==> src/rtl/hash_sched_pkg.sv <==
// Shared helpers for the hash PE dispatch scheduler: index-width functions and the per-lane cap filter.
package hash_sched_pkg;

  function automatic int pe_log2(input int num_pe);
    return $clog2(num_pe);
  endfunction

  function automatic int lane_log2(input int issue_w);
    return $clog2(issue_w);
  endfunction

  // A lane whose rank among same-PE lanes of its beat is below the cap survives; cap 0 keeps all.
  function automatic logic cap_keep(input int unsigned rank, input int unsigned cap);
    return (cap == 0) || (rank < cap);
  endfunction

endpackage

==> src/rtl/hash_sched_lane_picker.sv <==
// Priority encoder for one PE: reports whether any lane is pending and the lowest pending lane index.
module hash_sched_lane_picker #(
  parameter int W = 16
) (
  input  logic [W-1:0]         req,
  output logic                 found,
  output logic [$clog2(W)-1:0] lane
);
  localparam int LW = $clog2(W);

  assign found = |req;

  always_comb begin
    lane = '0;
    for (int i = W - 1; i >= 0; i--) begin
      if (req[i]) lane = LW'(i);
    end
  end

endmodule

==> src/rtl/hash_pe_dispatch_scheduler.sv <==
// Steers ISSUE_W hashes/beat to NUM_PE banks, serialising conflicts; 2-cycle latency, input_ready drops when
// the BEAT_DEPTH queue is full, output holds while output_ready=0. HASH_SCHED_STATS_EN adds drop/stall counters.
module hash_pe_dispatch_scheduler
  import hash_sched_pkg::*;
#(
  parameter int ISSUE_W    = 16,
  parameter int NUM_PE     = 16,
  parameter int HASH_BITS  = 15,
  parameter int ADDR_W     = 32,
  parameter int DATA_W     = 248,
  parameter int BEAT_DEPTH = 2
) (
  input  logic                                          clk,
  input  logic                                          rst_n,
  input  logic [$clog2(ISSUE_W):0]                      cfg_max_lanes_per_pe,
  input  logic                                          input_valid,
  input  logic [ADDR_W-1:0]                             input_head_addr,
  input  logic [HASH_BITS*ISSUE_W-1:0]                  input_hash_value_vec,
  input  logic [DATA_W-1:0]                             input_data,
  input  logic                                          input_delim,
  output logic                                          input_ready,
  output logic                                          output_valid,
  output logic [NUM_PE-1:0]                             output_mask,
  output logic [NUM_PE*ADDR_W-1:0]                      output_addr,
  output logic [NUM_PE*(HASH_BITS-$clog2(NUM_PE))-1:0]  output_hash_value,
  output logic [DATA_W-1:0]                             output_data,
  output logic                                          output_delim,
`ifdef HASH_SCHED_STATS_EN
  output logic [31:0]                                   stat_drop_cnt,
  output logic [31:0]                                   stat_stall_cnt,
`endif
  input  logic                                          output_ready
);
  localparam int PL = pe_log2(NUM_PE);
  localparam int LL = lane_log2(ISSUE_W);
  localparam int LH = HASH_BITS - PL;
  localparam int PW = $clog2(BEAT_DEPTH);
  localparam int NP = NUM_PE * ISSUE_W;
  localparam logic [ADDR_W-1:0] LANE_MASK = ADDR_W'(ISSUE_W - 1);

  typedef struct packed {
    logic [ADDR_W-1:0]     head_addr;
    logic [LH*ISSUE_W-1:0] hash_vec;
    logic [DATA_W-1:0]     data;
    logic                  delim;
  } beat_slot_t;

  beat_slot_t    slot_q [BEAT_DEPTH];
  logic [NP-1:0] pend_q [BEAT_DEPTH];
  logic [PW:0]   wr_ptr, rd_ptr;
  logic [PW-1:0] wr_idx, rd_idx;
  logic          full, wr_en;

  assign wr_idx      = wr_ptr[PW-1:0];
  assign rd_idx      = rd_ptr[PW-1:0];
  assign full        = (wr_ptr[PW] != rd_ptr[PW]) && (wr_idx == rd_idx);
  assign input_ready = ~full;
  assign wr_en       = input_valid & ~full;

  logic [PL-1:0]         lane_pe [ISSUE_W];
  logic [LH*ISSUE_W-1:0] local_vec;

  for (genvar l = 0; l < ISSUE_W; l++) begin : g_lane
    assign lane_pe[l]                = input_hash_value_vec[l*HASH_BITS + HASH_BITS - 1 -: PL];
    assign local_vec[l*LH +: LH]     = input_hash_value_vec[l*HASH_BITS +: LH];
  end

  // Rank each lane among earlier lanes bound for the same PE, then apply the cap.
  logic [NP-1:0] pend_in;
  always_comb begin
    int unsigned rank;
    pend_in = '0;
    rank    = 0;
    for (int l = 0; l < ISSUE_W; l++) begin
      rank = 0;
      for (int k = 0; k < l; k++) begin
        if (lane_pe[k] == lane_pe[l]) rank++;
      end
      if (cap_keep(rank, 32'(cfg_max_lanes_per_pe)))
        pend_in[int'(lane_pe[l])*ISSUE_W + l] = 1'b1;
    end
  end

  beat_slot_t        head;
  logic [NP-1:0]     head_pend, clr, pend_left;
  logic [NUM_PE-1:0] found;
  logic [LL-1:0]     pick [NUM_PE];
  logic              head_has, load, retire;

  assign head      = slot_q[rd_idx];
  assign head_pend = pend_q[rd_idx];

  for (genvar p = 0; p < NUM_PE; p++) begin : g_pe
    hash_sched_lane_picker #(.W(ISSUE_W)) u_picker (
      .req   (head_pend[p*ISSUE_W +: ISSUE_W]),
      .found (found[p]),
      .lane  (pick[p])
    );
  end

  logic [NUM_PE*ADDR_W-1:0] addr_nxt;
  logic [NUM_PE*LH-1:0]     hash_nxt;
  always_comb begin
    clr      = '0;
    addr_nxt = '0;
    hash_nxt = '0;
    for (int p = 0; p < NUM_PE; p++) begin
      if (found[p]) clr[p*ISSUE_W + int'(pick[p])] = 1'b1;
      addr_nxt[p*ADDR_W +: ADDR_W] = (head.head_addr & ~LANE_MASK) | ADDR_W'(pick[p]);
      hash_nxt[p*LH +: LH]         = head.hash_vec[int'(pick[p])*LH +: LH];
    end
  end

  // Empty slots always hold an all-zero pending matrix, so no separate empty check is needed.
  assign head_has  = |head_pend;
  assign load      = head_has & (~output_valid | output_ready);
  assign pend_left = head_pend & ~clr;
  assign retire    = load & ~|pend_left;

  always_ff @(posedge clk or negedge rst_n) begin
    if (!rst_n) begin
      wr_ptr <= '0;
      rd_ptr <= '0;
      for (int d = 0; d < BEAT_DEPTH; d++) pend_q[d] <= '0;
    end else begin
      if (load) pend_q[rd_idx] <= pend_left;
      if (wr_en) begin
        pend_q[wr_idx] <= pend_in;
        wr_ptr         <= wr_ptr + (PW+1)'(1);
      end
      if (retire) rd_ptr <= rd_ptr + (PW+1)'(1);
    end
  end

  always_ff @(posedge clk) begin
    if (wr_en) slot_q[wr_idx] <= '{input_head_addr, local_vec, input_data, input_delim};
  end

  always_ff @(posedge clk or negedge rst_n) begin
    if (!rst_n) begin
      output_valid <= 1'b0;
      output_mask  <= '0;
      output_delim <= 1'b0;
    end else if (load) begin
      output_valid <= 1'b1;
      output_mask  <= found;
      output_delim <= retire & head.delim;
    end else if (output_ready) begin
      output_valid <= 1'b0;
      output_mask  <= '0;
      output_delim <= 1'b0;
    end
  end

  always_ff @(posedge clk) begin
    if (load) begin
      output_addr       <= addr_nxt;
      output_hash_value <= hash_nxt;
      output_data       <= head.data;
    end
  end

`ifdef HASH_SCHED_STATS_EN
  logic [32:0] drop_sum;
  assign drop_sum = {1'b0, stat_drop_cnt} + 33'(ISSUE_W - $countones(pend_in));

  always_ff @(posedge clk or negedge rst_n) begin
    if (!rst_n) begin
      stat_drop_cnt  <= '0;
      stat_stall_cnt <= '0;
    end else begin
      if (wr_en) stat_drop_cnt <= drop_sum[32] ? '1 : drop_sum[31:0];
      if (output_valid && !output_ready && (stat_stall_cnt != '1))
        stat_stall_cnt <= stat_stall_cnt + 32'd1;
    end
  end
`endif

endmodule

==> config.mk <==
export PLATFORM = sky130hd
export DESIGN_NAME = hash_pe_dispatch_scheduler
export DESIGN_NICKNAME = d
export VERILOG_FILES = /design/src/rtl/hash_sched_pkg.sv /design/src/rtl/hash_sched_lane_picker.sv /design/src/rtl/hash_pe_dispatch_scheduler.sv
export SDC_FILE = /design/constraint.sdc
export NUM_CORES = 2
export LEC_CHECK = 0
export CELL_PAD_IN_SITES_DETAIL_PLACEMENT = 1
export CELL_PAD_IN_SITES_GLOBAL_PLACEMENT = 2
export CORE_MARGIN = 5
export CORE_UTILIZATION = 24
export DETAILED_ROUTE_END_ITERATION = 16
export PLACE_DENSITY_LB_ADDON = 0.1
export SYNTH_ARGS = -nofsm -noshare
export SYNTH_HDL_FRONTEND = slang
export SYNTH_SLANG_ARGS = --single-unit
==> constraint.sdc <==
create_clock -name clk -period 22.7 [get_ports clk]
set_input_delay 2.27 -clock clk [delete_from_list [all_inputs] [get_ports clk]]
set_output_delay 2.27 -clock clk [all_outputs]
set_load 0.03 [all_outputs]
==> impl_metrics.csv <==
group,metric,value,unit
min_path,hold_class,"reg -> reg",
critical_path,rrSetupSlack,12100,ps
pwr,peakVddDrop,167.7,uV
synth,synth-seq-cells,1956,
placement,hpwl,594.8,mm
grt,grt_pass1_wl,1045,mm
synth,yosysWarnings,0,
timing,max-slew-margin-rel,-0.007637,
routing,drtPass1Iterations,6,
timing,setup-tns-final,0,ps
floorplan,row_count,264,
pwr,p_leak,53.89,nW
placement,gp_congestion,0.9506,
critical_path,reg2reg_from,"rd_ptr[0]",
synth,avgSynthCellArea,9.473,um^2
routing,first_iter_violations,10539,
routing,remaining_drc_errors,0,
synth,synth-main-ff-cell,"edfxtp_1",
timing,setup_viol_count_final,0,
timing,fmax,0.07394,GHz
clocking,clockBufferDepth,4,
clocking,htree_levels,5,
clocking,cts_root_buffer,"clkbuf_16",
grt,grt_pass1_vias,114958,
timing,timing.final.crit_share,0.5958,
timing,timing_hold_violations_final,0,
synth,synth_area_leaders,"edfxtp_1 (34%), dfrtp_1 (11%), mux2_2 (4.7%)",
synth,synth-edff-count,1422,
synth,ys_types,103,
critical_path,critPathKind,"in -> reg",
timing,grt_setup_unrepaired,"no",
layout,final_cells,21067,
timing,fin_crit,13520,ps
pwr,p_per_area,186.8,nW/um^2
floorplan,initial_core_util,0.2408,
placement,placedCellCount,20471,
clocking,clkLatencyLatePin,980,ps
synth,synthDominantCellAreaShare,0.3433,
outcome,outcome,"finished, violations left",
floorplan,dieWidth,729.9,um
routing,via_per_inst,5.559,
outcome,violations,"max-capacitance violations, max-slew violations",
critical_path,max_stage_delay,610,ps
layout,n_fill_cell,58200,
routing,vias,117110,
floorplan,placeableCoreArea,516600,um^2
critical_path,crit_top_cell,"ha_1",
critical_path,worstRegToRegCells,18,
clocking,path_clk_slew,70,ps
layout,fin_nets,14503,
synth,syn_area,124400,um^2
timing,slew_viol_final,7,
layout,final_layout_size_suffix_gt1_frac,0.1211,
critical_path,critPathRequiredTime,23520,ps
critical_path,cp_max_fo,18,
critical_path,worst_setup_path_end_kind,"flop",
placement,place_ws,8338,ps
timing,setup_ws,9176,ps
job,maxCapViolCount,1,
grt,grt_remaining_overflow,0,
floorplan,pin_count,1485,
synth,synth-seq-area-share,0.4507,
floorplan,dieArea,532800,um^2
grt,grt_max_degree,167,
floorplan,die_height,729.9,um
critical_path,slowest_stage,"nand2_1",
timing,clock_skew,117.2,ps
synth,yosysTopAreaCell,"edfxtp_1",
clocking,cts_buffers,262,
clocking,post-cts-setup-buffers,0,
synth,ys_top_cells_by_count,"edfxtp_1 (1422), nor2_1 (1327), nand2_1 (1148)",
pwr,power.total,0.02872,W
critical_path,crit_path_start_kind,"primary input",
timing,tightest_slew,1511,ps
critical_path,r2r-end,"output_data[141]",
critical_path,startpoint,"input_hash_value_vec[41]",
clocking,cts_hold_buf,0,
grt,antenna_found_initial,190,
grt,grtUsageTotal,0.2846,
clocking,cts_tree,"done",
critical_path,endpoint,"pend_q[415]",
layout,area_growth,23.63,%
synth,async_flop_share,0.2730,
critical_path,cp.arrival,14340,ps
synth,synthCells,13130,
clocking,cts_sinks,1956,
routing,wirelength,795.3,mm
synth,yosysMostFrequentCell,"edfxtp_1",
routing,wire_per_inst,37.75,um
clocking,post_cts_resized,0,
placement,port_buffers,1480,
routing,ant_nets,0,
==> worst min path at each step <==
| stage | from | endpoint | slack, ps | depth (start not counted) |
|---|---|---|---|---|
| finish | slot_q[0][187] | output_data[186] | 450 | 1 |
| global route | slot_q[0][187] | output_data[186] | 470 | 1 |
| CTS | slot_q[0][187] | output_data[186] | 430 | 1 |
| detailed placement | wr_ptr[1] | wr_ptr[1] | 490 | 1 |
| global placement | wr_ptr[1] | wr_ptr[1] | 480 | 1 |
| floorplan | rd_ptr[1] | rd_ptr[1] | 460 | 1 |
==> layer usage <==
layer  global-route usage  up-vias  part of all wire
li1                     -    49878                 -
met1               0.3603    60645              0.41
met2               0.4578     5293              0.46
met3              0.06161     1210             0.076
met4               0.1411       84             0.057
met5                    0        -           0.00072
==> stage by stage <==
stage               hold slack (ps)  instance area (um^2)  utilization
finish                        446.1                153800       0.2977
global route                  469.9                153600       0.2973
CTS                           430.9                153400       0.2970
detailed placement            485.7                144900       0.2805
global placement              480.2                144900       0.2804
floorplan                     460.7                124400            -
==> sequential cells by signal, summed over array words and instances (netlist names) <==
name and flops:
output_addr 92, output_hash_value 176, output_mask 16, slot_q 906
output_data 248, output_delim 1, pend_q 512, output_valid 1
wr_ptr 2, rd_ptr 2
==> power breakdown <==
part | internal [W] | leakage (nW) | switching, W | total [W]
Sequential | 0.00514 | 20.8 | 0.000518 | 0.00566
Clock | 0.00246 | 4.16 | 0.00179 | 0.00425
Combinational | 0.00488 | 28.9 | 0.0139 | 0.0188
==> worst max-delay path: cells and delay by family <==
kind                     cells  cell delay, ps
adder cells (fa/ha/maj)     12            3750
AO/OA/AOI/OAI               11            2250
AND/OR/NAND/NOR             17            3730
XOR/XNOR                     1             180
multiplexers                 5            1270
buffers and inverters        2             860
==> cell families (layout without fill, tap and decap cells) <==
kind of cell,after synthesis,in the layout,share of synthesized area
AO/OA/AOI/OAI,4225,4225,0.2167
XOR/XNOR,729,729,0.05332
adder cells (fa/ha/maj),167,167,0.01652
buffers and inverters,1722,2612,0.06558
flip-flops,1956,1956,0.4507
multiplexers,806,806,0.07064
other,1,132,0.00003015
AND/OR/NAND/NOR,3524,3524,0.1265
==> final cells by class <==
| cell class | count | area, um^2 | area share |
|---|---|---|---|
| Multi-Input combinational cell | 9453 | 61290 | 0.3986 |
| Sequential cell | 1956 | 56070 | 0.3646 |
| Timing Repair Buffer | 1949 | 18140 | 0.1180 |
| Tap cell | 6916 | 8653 | 0.05627 |
| Clock buffer | 317 | 6940 | 0.04513 |
| Clock inverter | 148 | 1592 | 0.01035 |
| Inverter | 198 | 760.7 | 0.004947 |
| Antenna cell | 130 | 325.3 | 0.002116 |
==> cells in the final DEF (no fill, tap or decap), types with 55 or more instances in the layout <==
cell and count:
clkbuf_16 268, dfrtp_1 533, mux2i_1 216, o21ai_0 1109, clkdlybuf4s50_1 1429, o211ai_1 520
inv_1 189, mux2_2 523, o221ai_1 83, o311ai_0 206, buf_4 464, xnor2_1 333
nor3_1 161, a31oi_1 63, nor2b_1 113, a21oi_1 1016, nand3_1 168, o31ai_1 149
nand2b_1 121, diode_2 130, nor2_1 1310, or3_1 63, o22ai_1 113, nor4_1 74
nand4_1 110, xor2_1 377, a211oi_1 456, edfxtp_1 1422, a211o_1 55, ha_1 153
nand2_1 1139
Note: power is estimated with default switching activity, not from simulation.
